### src/rtl/axis_arbiter_mux_if.sv
// Bundled AXI-Stream signals of the N:1 packet arbiter/mux.
// master = arbiter side; slave = producers plus downstream consumer.
interface axis_arbiter_mux_if #(
  parameter int DATA_WIDTH = 256,
  parameter int NUM_INPUTS = 4,
  parameter int IW         = $clog2(NUM_INPUTS)
);
  logic [NUM_INPUTS*DATA_WIDTH-1:0] AXIS_IN_TDATA;
  logic [NUM_INPUTS-1:0]            AXIS_IN_TLAST;
  logic [NUM_INPUTS-1:0]            AXIS_IN_TVALID;
  logic [NUM_INPUTS-1:0]            AXIS_IN_TREADY;
  logic [DATA_WIDTH-1:0]            AXIS_OUT_TDATA;
  logic                             AXIS_OUT_TLAST;
  logic                             AXIS_OUT_TVALID;
  logic                             AXIS_OUT_TREADY;
  logic [IW-1:0]                    CURRENT_INPUT;

  modport master (
    input  AXIS_IN_TDATA, AXIS_IN_TLAST, AXIS_IN_TVALID, AXIS_OUT_TREADY,
    output AXIS_IN_TREADY, AXIS_OUT_TDATA, AXIS_OUT_TLAST, AXIS_OUT_TVALID,
           CURRENT_INPUT
  );

  modport slave (
    output AXIS_IN_TDATA, AXIS_IN_TLAST, AXIS_IN_TVALID, AXIS_OUT_TREADY,
    input  AXIS_IN_TREADY, AXIS_OUT_TDATA, AXIS_OUT_TLAST, AXIS_OUT_TVALID,
           CURRENT_INPUT
  );
endinterface

### src/rtl/axis_arbiter_mux.sv
// Packet-aware round-robin N:1 AXI-Stream mux with a 2-entry registered skid buffer.
// Latency: 1 cycle arbitration per grant, then 1 cycle input-to-output per beat.
// Backpressure: granted TREADY drops when the skid buffer holds 2 beats; never combinational from output TREADY.
module axis_arbiter_mux #(
  parameter int DATA_WIDTH  = 256,
  parameter int NUM_INPUTS  = 4,
  parameter int PACKET_MODE = 1
) (
  input  logic               clk,
  input  logic               reset,
  axis_arbiter_mux_if.master bus
);
  localparam int IW = $clog2(NUM_INPUTS);

  typedef enum logic {IDLE, LOCKED} state_t;

  typedef struct packed {
    logic                  last;
    logic [DATA_WIDTH-1:0] dat;
  } beat_t;

  state_t                state, state_nxt;
  logic [IW-1:0]         grant, last_grant;
  logic [IW-1:0]         pick_idx, cand_idx;
  logic                  pick_vld;
  int                    cand;
  logic [NUM_INPUTS-1:0] in_tready;
  logic [1:0]            count;
  beat_t                 ent0, ent1, in_beat;
  logic                  push, pop, rel_beat;

  // Round-robin search starting just after the previous owner.
  always_comb begin
    pick_vld = 1'b0;
    pick_idx = '0;
    cand     = 0;
    cand_idx = '0;
    for (int k = 1; k <= NUM_INPUTS; k++) begin
      cand = int'(last_grant) + k;
      if (cand >= NUM_INPUTS) cand = cand - NUM_INPUTS;
      cand_idx = IW'(cand);
      if (!pick_vld && bus.AXIS_IN_TVALID[cand_idx]) begin
        pick_vld = 1'b1;
        pick_idx = cand_idx;
      end
    end
  end

  always_ff @(posedge clk) begin
    if (reset) state <= IDLE;
    else       state <= state_nxt;
  end

  always_comb begin
    state_nxt = state;
    case (state)
      IDLE:    if (pick_vld) state_nxt = LOCKED;
      LOCKED:  if (rel_beat) state_nxt = IDLE;
      default: state_nxt = IDLE;
    endcase
  end

  always_comb begin
    in_tready = '0;
    if (state == LOCKED && count != 2'd2) in_tready[grant] = 1'b1;
  end

  assign in_beat.dat = bus.AXIS_IN_TDATA[grant*DATA_WIDTH +: DATA_WIDTH];
  assign in_beat.last = bus.AXIS_IN_TLAST[grant];
  assign push     = in_tready[grant] & bus.AXIS_IN_TVALID[grant];
  assign pop      = (count != 2'd0) & bus.AXIS_OUT_TREADY;
  assign rel_beat = push & ((PACKET_MODE == 0) | in_beat.last);

  always_ff @(posedge clk) begin
    if (reset) begin
      grant      <= '0;
      last_grant <= IW'(NUM_INPUTS - 1);
    end else begin
      if (state == IDLE && pick_vld) grant <= pick_idx;
      if (rel_beat) last_grant <= grant;
    end
  end

  // ent0 is always the head; a push behind a pop lands where order demands.
  always_ff @(posedge clk) begin
    if (reset) begin
      count <= 2'd0;
      ent0  <= '0;
      ent1  <= '0;
    end else begin
      case ({push, pop})
        2'b10: begin
          if (count == 2'd0) ent0 <= in_beat;
          else               ent1 <= in_beat;
          count <= count + 2'd1;
        end
        2'b01: begin
          ent0  <= ent1;
          count <= count - 2'd1;
        end
        2'b11: begin
          if (count == 2'd1) begin
            ent0 <= in_beat;
          end else begin
            ent0 <= ent1;
            ent1 <= in_beat;
          end
        end
        default: ;
      endcase
    end
  end

  assign bus.AXIS_IN_TREADY  = in_tready;
  assign bus.AXIS_OUT_TVALID = (count != 2'd0);
  assign bus.AXIS_OUT_TDATA  = ent0.dat;
  assign bus.AXIS_OUT_TLAST  = ent0.last;
  assign bus.CURRENT_INPUT   = grant;
endmodule

### src/flat_wrapper.sv
// flat-port wrapper written by rule: the top's interface ports become plain ports
module axis_arbiter_mux_flat 
#(
  parameter int DATA_WIDTH  = 256,
  parameter int NUM_INPUTS  = 4,
  parameter int PACKET_MODE = 1
)
  (clk, reset, bus_AXIS_IN_TDATA, bus_AXIS_IN_TLAST, bus_AXIS_IN_TVALID, bus_AXIS_OUT_TREADY, bus_AXIS_IN_TREADY, bus_AXIS_OUT_TDATA, bus_AXIS_OUT_TLAST, bus_AXIS_OUT_TVALID, bus_CURRENT_INPUT);
  axis_arbiter_mux_if #(.DATA_WIDTH(DATA_WIDTH), .NUM_INPUTS(NUM_INPUTS)) bus_i ();
  input  logic clk;
  input  logic reset;
  input wire logic [$bits(bus_i.AXIS_IN_TDATA)-1:0] bus_AXIS_IN_TDATA;
  input wire logic [$bits(bus_i.AXIS_IN_TLAST)-1:0] bus_AXIS_IN_TLAST;
  input wire logic [$bits(bus_i.AXIS_IN_TVALID)-1:0] bus_AXIS_IN_TVALID;
  input wire logic [$bits(bus_i.AXIS_OUT_TREADY)-1:0] bus_AXIS_OUT_TREADY;
  output wire logic [$bits(bus_i.AXIS_IN_TREADY)-1:0] bus_AXIS_IN_TREADY;
  output wire logic [$bits(bus_i.AXIS_OUT_TDATA)-1:0] bus_AXIS_OUT_TDATA;
  output wire logic [$bits(bus_i.AXIS_OUT_TLAST)-1:0] bus_AXIS_OUT_TLAST;
  output wire logic [$bits(bus_i.AXIS_OUT_TVALID)-1:0] bus_AXIS_OUT_TVALID;
  output wire logic [$bits(bus_i.CURRENT_INPUT)-1:0] bus_CURRENT_INPUT;
  assign bus_i.AXIS_IN_TDATA = bus_AXIS_IN_TDATA;
  assign bus_i.AXIS_IN_TLAST = bus_AXIS_IN_TLAST;
  assign bus_i.AXIS_IN_TVALID = bus_AXIS_IN_TVALID;
  assign bus_i.AXIS_OUT_TREADY = bus_AXIS_OUT_TREADY;
  assign bus_AXIS_IN_TREADY = bus_i.AXIS_IN_TREADY;
  assign bus_AXIS_OUT_TDATA = bus_i.AXIS_OUT_TDATA;
  assign bus_AXIS_OUT_TLAST = bus_i.AXIS_OUT_TLAST;
  assign bus_AXIS_OUT_TVALID = bus_i.AXIS_OUT_TVALID;
  assign bus_CURRENT_INPUT = bus_i.CURRENT_INPUT;
  axis_arbiter_mux #(.DATA_WIDTH(DATA_WIDTH), .NUM_INPUTS(NUM_INPUTS), .PACKET_MODE(PACKET_MODE)) u_core (.clk(clk), .reset(reset), .bus(bus_i));
endmodule
### config.mk
export PLATFORM = sky130hd
export DESIGN_NAME = axis_arbiter_mux_flat
export DESIGN_NICKNAME = d
export VERILOG_FILES = /design/src/rtl/axis_arbiter_mux_if.sv /design/src/rtl/axis_arbiter_mux.sv /design/src/flat_wrapper.sv
export SDC_FILE = /design/constraint.sdc
export NUM_CORES = 1
export LEC_CHECK = 0
export CAP_MARGIN = 20
export CORE_AREA = 2 2 507 509
export CTS_CLUSTER_DIAMETER = 100
export DETAILED_ROUTE_END_ITERATION = 8
export DIE_AREA = 0 0 509 511
export SYNTH_ARGS = -nofsm -noshare
export SYNTH_HDL_FRONTEND = slang
export SYNTH_SLANG_ARGS = --single-unit
### constraint.sdc
create_clock -name clk -period 3.2 [get_ports clk]
set_input_delay 0.96 -clock clk [delete_from_list [all_inputs] [get_ports clk]]
set_output_delay 0.96 -clock clk [all_outputs]
set_load 0.02 [all_outputs]
==> impl_metrics.csv <==
group,metric,value,unit
outcome,outcome,"finished with violations",
outcome,failed_checks,"negative setup slack",
drt,final_antenna_net_count,0,
sta,fin_crit_sh,1.019,
drt,vias,30097,
clocking,h-tree-depth,3,
power,internal_power,20.95,mW
global_routing,first_global_vias,28802,
global_routing,antenna_found_initial,283,
worst_setup_path,crit_chain,"clkdlybuf4s50_1 > mux4_2 > nand2_1 > inv_1 > ha_1 > nor2b_1 > o21a_4 > buf_12 > buf_4 > a221oi_1 > nor3_1",
yosys,synth_nets,3710,
cells_and_area,fillers,28096,
yosys,syn_inst,2669,
worst_setup_path,rrSetupSlack,0.15,ns
floorplan,die_h,511,um
worst_setup_path,worst_ep_arrival_time,3.81,ns
drt,first_pass_iters,6,
place,hpwl,207100,um
clocking,cts.sinks,521,
worst_setup_path,reg2reg_from,"u_core.bus.CURRENT_INPUT[1]$_SDFFE_PP0P_",
sta,period_minus_slack,3.260,ns
cells_and_area,seqCellArea,10440,um2
worst_hold_path,min_to,"u_core.ent1[69]$_SDFFE_PP0P_",
global_routing,grt_max_degree,99,
drt,vias_per_cell,4.023,
clocking,cts_tree,"built",
place,place_congestion,0.9737,
sta,finalSetupViolCount,27,
sta,worstMarginPinSlew,1.131,ns
sta,slew_headroom,0.2459,
power,p_sw,15.61,mW
power,clockPowerShare,0.228,
worst_setup_path,cp-start-kind,"primary input",
sta,clock.fmax,306.7,MHz
worst_setup_path,cp.required,3.75,ns
cells_and_area,syn_to_final_growth,81.26,%
clocking,insertion_delay,0.71,ns
sta,rsz0062_at_grt,"no",
cells_and_area,final_nets,4988,
power,ir_worst_vdd,0.0003675,V
global_routing,grt-ovfl-total,0,
worst_hold_path,hold-path-cell-count,2,
drt,drtIter0Drc,3186,
worst_setup_path,crit_buf_inv,4,
power,seqPwrFrac,0.270,
worst_setup_path,end_kind,"register",
worst_setup_path,cpLargestDelayFamily,"buffers and inverters",
place,portBuffers,1298,
power,power,36.55,mW
floorplan,die_w,509,um
sta,postLayoutSetupSlackWorst,-0.06027,ns
drt,drc_errors,0,
global_routing,track_usage,0.1757,
clocking,clk_path_buf_depth,3,
sta,clock_skew,0.05652,ns
floorplan,coreArea,255300,um2
clocking,clkSlewWorstSetupHoldPaths,0.06,ns
yosys,seq_area_frac_synth,0.4087,
cells_and_area,multi_input_area,13940,um2
cells_and_area,drive_above_1_share,0.1509,
worst_setup_path,critPathMaxStageDelay,0.54,ns
worst_setup_path,startpoint,"bus_AXIS_IN_TVALID[3]",
sta,finalHoldViolations,0,
power,power.leakage,15.22,nW
clocking,numCtsBuffers,69,
floorplan,start_util,0.09996,
power,p_per_area,790.3,nW/um2
worst_hold_path,hp-class,"register to register",
power,swShare,0.4270,
flow_run,drv_cap,0,
floorplan,fp-row-count,186,
drt,totalWireLength,238600,um
yosys,synthDistinctLibCells,30,
yosys,avgSynthCellArea,9.561,um2
floorplan,die-area,260100,um2
worst_setup_path,worstPathMaxFanout,50,
yosys,ys_warn_count,0,
global_routing,grt_pass1_wl,298800,um
clocking,ctsHoldBuffers,0,
cells_and_area,post-route-util,0.1812,
worst_setup_path,worstReg2RegEnd,"u_core.bus.AXIS_OUT_TDATA[24]$_SDFFE_PP0P_",
worst_setup_path,cpMaxStageDelayCell,"mux4_2",
power,p_comb_frac,0.503,
floorplan,ioPinCount,1299,
worst_hold_path,hp-start,"u_core.ent1[69]$_SDFFE_PP0P_",
clocking,ctsRootBufferMaster,"clkbuf_16",
drt,wl_per_cell,31.90,um
worst_setup_path,r2r_cells,10,
yosys,ys_ff_latch,521,
yosys,synth_area,25520,um2
worst_setup_path,crit_type,"primary input to register",
sta,drv_slew,0,
[worst max path at each step]
stage / end / slack (ns) / depth (start not counted)
after floorplan: u_core.bus.AXIS_OUT_TDATA[235]$_SDFFE_PP0P_ / 0.13 / 11
after global placement: u_core.bus.AXIS_OUT_TDATA[208]$_SDFFE_PP0P_ / -0.87 / 11
after detailed placement: u_core.bus.AXIS_OUT_TDATA[208]$_SDFFE_PP0P_ / -0.84 / 12
after CTS: bus_AXIS_IN_TREADY[2] / 0.03 / 7
after global routing: u_core.bus.AXIS_OUT_TDATA[89]$_SDFFE_PP0P_ / 0.007 / 11
final: u_core.bus.AXIS_OUT_TDATA[24]$_SDFFE_PP0P_ / -0.06 / 11
[through the flow]
stage	cell area (um2)	hold slack, ns	setup TNS, ns	cells	worst slack, ns
2_1_floorplan	25520	0.4364	0	2669	0.1316
3_3_place_gp	43610	0.4410	-230.33	7260	-0.8682
3_5_place_dp	43610	0.4464	-239.26	7260	-0.8421
4_1_cts	46000	0.4539	0	7387	0.02869
5_1_grt	46100	0.4655	0	7417	0.007429
6_report	46260	0.4539	-0.6165	7481	-0.06027
[Yosys cell counts]
| cell | n | share of area |
|---|---|---|
| o221ai_1 | 2 | 0.00069 |
| mux4_2 | 258 | 0.23 |
| nor3b_1 | 1 | 0.00029 |
| nor2_1 | 265 | 0.039 |
| xor2_1 | 2 | 0.00069 |
| buf_4 | 7 | 0.0021 |
| clkbuf_1 | 198 | 0.029 |
| a21oi_1 | 260 | 0.051 |
| inv_1 | 9 | 0.0013 |
| nor2b_1 | 3 | 0.00074 |
| buf_2 | 59 | 0.012 |
| ha_1 | 6 | 0.0029 |
| nand3_1 | 1 | 0.00020 |
| buf_1 | 24 | 0.0035 |
| a31oi_4 | 1 | 0.00083 |
| dfxtp_1 | 521 | 0.41 |
| a211oi_1 | 2 | 0.00059 |
| o21ai_1 | 2 | 0.00039 |
| o211a_1 | 1 | 0.00039 |
| a221oi_1 | 257 | 0.088 |
| nor4_1 | 1 | 0.00025 |
| and3_1 | 2 | 0.00049 |
| nand2_1 | 521 | 0.077 |
| o21a_1 | 1 | 0.00029 |
| o211ai_1 | 1 | 0.00029 |
| nand2b_1 | 1 | 0.00025 |
| nor3_1 | 258 | 0.051 |
| o22a_1 | 1 | 0.00034 |
| a31o_1 | 1 | 0.00034 |
| o21ai_0 | 3 | 0.00059 |
[registers in the layout (all words and copies together), names as in the netlist]
signal	count
u_core.last_grant	2
u_core.state	1
u_core.bus.AXIS_OUT_TLAST	1
u_core.bus.AXIS_OUT_TDATA	256
u_core.count	2
u_core.bus.CURRENT_INPUT	2
u_core.ent1	257
[cell usage in the layout (no fill, tap or decap), drive strengths merged, types with 12 or more instances in the layout]
cell           Yosys  routed
clkinv             0      12
diode              0      94
mux4             258     258
a21oi            260     260
nor3             258     258
buf               90     219
clkdlybuf4s50      0    1272
dfxtp            521     521
clkbuf           198      95
inv                9      18
nand2            521     521
a221oi           257     257
nor2             265     265
[cell type report]
class	instances	area share
Inverter	9	0.0007303
Tap cell	3384	0.09154
Clock inverter	32	0.009305
Timing Repair Buffer	1495	0.3243
Antenna cell	94	0.005085
Multi-Input combinational cell	1851	0.3013
Sequential cell	521	0.2257
Clock buffer	95	0.04206
[per-layer routing]
layer  share of wire  global-route usage  up-vias  wire [um]
met2            0.43              0.2659     2033     102300
met3            0.18              0.1354      539      43960
met1            0.35              0.1878    14663      83260
met4           0.031             0.05084      234       7421
met5          0.0068                   0        -       1627
li1                -                   -    12628          -
[power groups by stage]
| stage | registers, mW | clock network [mW] | logic [mW] |
|---|---|---|---|
| after detailed placement | 9.96 | 0 | 18.5 |
| after global routing | 10.0 | 8.75 | 19.7 |
| after global placement | 9.92 | 0 | 18.4 |
| final | 9.85 | 8.32 | 18.4 |
| after floorplan | 11.2 | 0 | 6.88 |
| after CTS | 9.85 | 8.52 | 18.6 |
[worst register-to-register path, stage by stage (launching register included)]
cell	delay (ns)
dfxtp_4	0.59
mux4_2	0.44
nand2_1	0.18
inv_1	0.08
ha_1	0.19
nor2b_1	0.14
o21a_4	0.21
buf_12	0.16
buf_4	0.47
a221oi_1	0.35
nor3_1	0.08
[kinds of logic (layout without fill, tap and decap cells)]
logic type / after synthesis / count (layout) / synth area share
XOR/XNOR: 2 / 2 / 0.0006865
AND/OR/NAND/NOR: 1053 / 1053 / 0.1684
flip-flops: 521 / 521 / 0.4087
adder cells (fa/ha/maj): 6 / 6 / 0.002942
other: 0 / 94 / 0
multiplexers: 258 / 258 / 0.2277
buffers and inverters: 297 / 1631 / 0.04761
AO/OA/AOI/OAI: 532 / 532 / 0.1440
[timing repair]
| item | in CTS | in global routing |
|---|---|---|
| setup buffers | 0 | 0 |
| gates resized for setup | 17 | 4 |
| setup endpoints to repair | 7 | 6 |
Power figures use the tool's default switching activity.
